`src/rtl/int_ctrl.sv`:
```
// int_ctrl: six-source interrupt controller with synchronizers, edge/level
// pending logic, a mask register, an edge-event counter and an external ack.
//
// Ports
//   clk      - single clock, all state changes on its rising edge
//   reset    - asynchronous, active-low reset
//   irq_src  - raw asynchronous interrupt sources (bit0 TC0, bit1 TC1, bit2 ext)
//   addr     - register word select (0 PEND, 1 MASK, 2 STATUS, 3 COUNT)
//   we       - register write strobe
//   din      - register write data (only bits 5:0 are used)
//   dout     - register read data, combinational from addr
//   hwint    - registered PEND & MASK to the CPU
//   int_ack  - one-cycle acknowledge to the external interrupt generator
module int_ctrl #(
    parameter int unsigned SYNC_STAGES = 2,           // legal range 2..4
    parameter logic [5:0]  EDGE_MASK   = 6'b000100    // 1 = edge-latched, 0 = level
) (
    input  logic        clk,
    input  logic        reset,
    input  logic [5:0]  irq_src,
    input  logic [1:0]  addr,
    input  logic        we,
    input  logic [31:0] din,
    output logic [31:0] dout,
    output logic [5:0]  hwint,
    output logic        int_ack
);

    localparam int unsigned NSRC    = 6;
    localparam int unsigned CNT_W   = 8;
    localparam int unsigned DATA_W  = 32;
    localparam int unsigned EXT_BIT = 2;

    localparam logic [1:0] ADDR_PEND   = 2'd0;
    localparam logic [1:0] ADDR_MASK   = 2'd1;
    localparam logic [1:0] ADDR_STATUS = 2'd2;
    localparam logic [1:0] ADDR_COUNT  = 2'd3;

    localparam logic [NSRC-1:0] MASK_RESET = 6'h3F;

    logic [NSRC-1:0]  sync_q [SYNC_STAGES];
    logic [NSRC-1:0]  sync;
    logic [NSRC-1:0]  prev;
    logic [NSRC-1:0]  pend;
    logic [NSRC-1:0]  mask;
    logic [CNT_W-1:0] count;

    logic             wr_pend;
    logic             wr_mask;
    logic             wr_count;
    logic [NSRC-1:0]  w1c;
    logic [NSRC-1:0]  rise;
    logic [NSRC-1:0]  pend_nxt;
    logic             edge_set;
    logic             ack_nxt;
    logic [CNT_W-1:0] count_nxt;
    logic [NSRC-1:0]  mask_nxt;

    // din[31:6] carry no meaning on any register
    logic unused_din;
    assign unused_din = ^din[DATA_W-1:NSRC];

    // Per-bit synchronizer chain; the last stage is the usable sync value
    always_ff @(posedge clk or negedge reset) begin
        if (!reset) begin
            for (int i = 0; i < int'(SYNC_STAGES); i++) begin
                sync_q[i] <= '0;
            end
        end else begin
            sync_q[0] <= irq_src;
            for (int i = 1; i < int'(SYNC_STAGES); i++) begin
                sync_q[i] <= sync_q[i-1];
            end
        end
    end

    assign sync = sync_q[SYNC_STAGES-1];

    // Decode of write strobes and next-state values
    always_comb begin
        wr_pend  = we && (addr == ADDR_PEND);
        wr_mask  = we && (addr == ADDR_MASK);
        wr_count = we && (addr == ADDR_COUNT);

        // W1C only reaches edge bits; level bits ignore it
        w1c  = wr_pend ? (din[NSRC-1:0] & EDGE_MASK) : '0;
        rise = sync & ~prev & EDGE_MASK;

        // Edge bits: set beats clear. Level bits follow prev, i.e. they load
        // the same sync value prev loads on this edge.
        pend_nxt = (((pend & ~w1c) | rise) & EDGE_MASK) | (sync & ~EDGE_MASK);

        // Any edge bit going 0->1 counts once per cycle
        edge_set = |(rise & ~pend);

        count_nxt = count;
        if (wr_count) begin
            count_nxt = '0;
        end else if (edge_set) begin
            count_nxt = count + CNT_W'(1);
        end

        mask_nxt = wr_mask ? din[NSRC-1:0] : mask;

        // Ack only when a real clear of a set ext bit happens with no new edge
        ack_nxt = w1c[EXT_BIT] & pend[EXT_BIT] & ~rise[EXT_BIT];
    end

    // Controller state and registered outputs
    always_ff @(posedge clk or negedge reset) begin
        if (!reset) begin
            prev    <= '0;
            pend    <= '0;
            mask    <= MASK_RESET;
            count   <= '0;
            hwint   <= '0;
            int_ack <= 1'b0;
        end else begin
            prev    <= sync;
            pend    <= pend_nxt;
            mask    <= mask_nxt;
            count   <= count_nxt;
            hwint   <= pend & mask;
            int_ack <= ack_nxt;
        end
    end

    // Register read mux
    always_comb begin
        dout = '0;
        case (addr)
            ADDR_PEND:   dout = DATA_W'(pend);
            ADDR_MASK:   dout = DATA_W'(mask);
            ADDR_STATUS: dout = DATA_W'(pend & mask);
            ADDR_COUNT:  dout = DATA_W'(count);
            default:     dout = '0;
        endcase
    end

endmodule

```
`config.mk`:
```
export PLATFORM = sky130hd
export DESIGN_NAME = int_ctrl
export DESIGN_NICKNAME = d
export VERILOG_FILES = /design/src/rtl/int_ctrl.sv
export SDC_FILE = /design/constraint.sdc
export NUM_CORES = 1
export LEC_CHECK = 0
export BUFFER_PORTS_ARGS = -buffer_cell sky130_fd_sc_hd__clkbuf_2
export CORE_MARGIN = 2
export CORE_UTILIZATION = 45
export CTS_CLUSTER_SIZE = 8
export DETAILED_ROUTE_END_ITERATION = 16
export GPL_TIMING_DRIVEN = 0
export PLACE_DENSITY = 0.78
export SYNTH_ARGS = -nofsm -noshare
export SYNTH_HDL_FRONTEND = slang
export SYNTH_SLANG_ARGS = --single-unit
```
`constraint.sdc`:
```
create_clock -name clk -period 2.05 [get_ports clk]
set_clock_uncertainty 0.05 [all_clocks]
set_input_delay 0.41 -clock clk [delete_from_list [all_inputs] [get_ports clk]]
set_output_delay 0.41 -clock clk [all_outputs]
set_load 0.005 [all_outputs]
```
==> run metrics <==
number of global-route vias before repair=1146; CTS tree=done; top cell type's share of synthesized area=49.6%; Mapped Cells=144; Netlist cell types=33; Initial Utilization=46.9%; Ports=82; LEAKAGE=1.07 nW; Post-Route Utilization=58.0%; fin crit period=1.85 ns; gr busiest metal=met2; Critical Path AT=1.39 ns; first-pass GRT wire length=5020 µm; Slew @ Worst Pin=0.958 ns; Hold Fails Final Rpt=0; synthesis-to-layout area growth=23.6%; die extent in y=65.8 µm; initial antenna violation count=0; worst-skew pair later-pin latency=0.28 ns; port buffer count=30; Primary FF master, synth=dfrtp_1; antenna cell count=0; sequential area share after synthesis=58.7%; total number of vias=1171; pin count of the biggest net entering global routing=41; FF+latch count, synth=40; met1 usage=18.6%; met2 usage=26.6%; max-slew violations=0; drt total wl=2900 µm; HP Class=input pin to flip-flop; drt drc=0; largest fanout on the critical path=13; detailed placer's ending HPWL=2100 µm; Power Total=0.00176 W; Die Area=4330 µm²; # clock sinks=40; Worst path max stage delay=0.31 ns; Critical Path, Cell by Cell=clkbuf_2, nand2b_1, o22ai_1, a21oi_1, clkbuf_2; Synth area leader=dfrtp_1; gr usage total=15.7%; Rows=22; post-route insts no fill=252; cells taking the most area after synthesis=dfrtp_1 (50%), buf_4 (10%), dfstp_2 (9.2%); nets=247; Post-Syn Area=1720 µm²; Core Region=3660 µm²; DP Cell Count=245; maximum VDD drop=547 µV; RSZ-0062 raised after global routing=false; status=completed; number of DRC markers in iteration 0=14; met3 Usage GRT=3.77%; Worst setup EP type=primary output; Crit Path Class=input pin to primary output; Peak Freq=0.540 GHz; GPL Wtd Cong=0.804; Max Cap Violations=0; TritonCTS Buffers=5; Worst-path clk slew=0.07 ns; share of cells above drive strength 1=38.7%; Layout fillers=346; # setup viols final=0; most used cell, CP=clkbuf_2; EDFF count, synth=0; post-route antenna net violation count=0; FFs w/ async S/R, synth=100%; Via density=4.65; r2r setup slk=0.36 ns; Largest delay share family, worst path=buffers and inverters; Post-CTS Hold Fix Bufs=0; gr ovfl total=0; Avg Cell Area, Syn=11.9 µm²; clock tree buffer depth=2; H-tree levels=2; Critical Path RT=1.59 ns; Die Wd=65.8 µm; CP Launch Type=input pin; Post-CTS Setup Inserts=0; Relative slew margins=36.1%; pwr dens=831 nW/µm²; Synth Warn #=0; final worst path period share=90.4%; WP buf/inv=2; Routed WL per cell=11.5 µm; root buf cell=clkbuf_8; 1st-pass router iterations=4; critical path's slowest cell=nand2b_1
==> cell usage in the layout, fill, tap and decap left out, drive strengths merged, types with 4 or more instances in the layout <==
cell     n
clkbuf  37
dfrtp   34
a21oi   11
dfstp    6
mux2i    7
buf     25
and3     4
nand2    6
o22ai    6
and2     6
mux2     6
conb    24
==> metrics by stage <==
step	setup slack [ns]	hold slack, ns	setup TNS, ns	instance area, µm²
detailed placement	-0.118	0.286	-0.565	2010
CTS	0.0274	0.169	0	2120
floorplan	0.395	0.0644	0	1800
finish	0.196	0.177	0	2120
global placement	-0.0576	0.282	-0.305	2010
global route	0.0871	0.160	0	2120
==> final timing paths <==
check                            from        end  cells after the start
setup / recovery              addr[1]    dout[1]                      5
hold / removal             irq_src[0]  sync_q[6]                      1
setup reg to reg              pend[2]   count[5]                      3
hold reg to reg             sync_q[9]    sync[3]                      0
max in group asynchronous       reset    sync[3]                      1
min in group asynchronous       reset    pend[2]                      1
==> per-layer routing <==
| layer | vias to the layer above | share of wire, % | wire (µm) |
|---|---|---|---|
| li1 | 570 | - | - |
| met1 | 555 | 41 | 1190 |
| met3 | 7 | 7.0 | 204 |
| met2 | 39 | 50 | 1450 |
| met4 | 0 | 2.0 | 57 |
| met5 | - | 0 | 0 |
==> worst register-to-register path, cell delays in order, from the launching register on <==
cell     delay (ns)
dfrtp_1        0.45
or3b_4         0.46
or4_1          0.51
a21oi_1        0.15
==> logic make-up (layout without fill, tap and decap cells) <==
logic type	after synthesis	count (layout)	share of synthesized area (%)
AND/OR/NAND/NOR	34	34	12.0
flip-flops	40	40	58.7
buffers and inverters	31	68	12.1
other	1	24	0.218
XOR/XNOR	2	2	1.02
adder cells (fa/ha/maj)	1	1	0.729
AO/OA/AOI/OAI	22	22	7.14
multiplexers	13	13	8.02
==> state kept, by name, summed over array words and instances (netlist names) <==
register	count
count	8
hwint	6
mask	6
pend	6
sync	6
sync_q	6
int_ack	1
prev	1
==> cell type report <==
class                      instances  area [µm²]  share of cell area, %
multi-input combinational         96         587                   27.7
inverter                           3        11.3                  0.531
tap                               48        60.1                   2.83
timing repair buffer              30         150                   7.08
buffer                            27         194                   9.14
clock inverter                     3        42.5                   2.00
clock buffer                       5        68.8                   3.24
sequential                        40        1010                   47.5
==> power by group <==
group          internal, W  total [W]  switching, W
sequential        0.000873   0.000916     0.0000436
clock             0.000360   0.000624      0.000264
combinational     0.000122   0.000223      0.000101
total              0.00135    0.00176      0.000409
==> cell usage after synthesis, drive strengths merged (2+ instances only) <==
cell    instances
or3             2
o31ai           2
and3            4
o21ai           3
buf            26
nand2           6
mux2i           7
and2            6
clkbuf          2
or4             2
nand3           2
nand2b          3
o22ai           6
mux2            6
dfstp           6
nor2            2
inv             3
dfrtp          34
a21oi          11
xnor2           2
==> what timing repair did <==
item | 4_1_cts | 5_1_grt
setup endpoints to repair | 6 | 6
resized for setup | 0 | 1
gates cloned | 0 | 0
(Power assumes the default switching activity.)
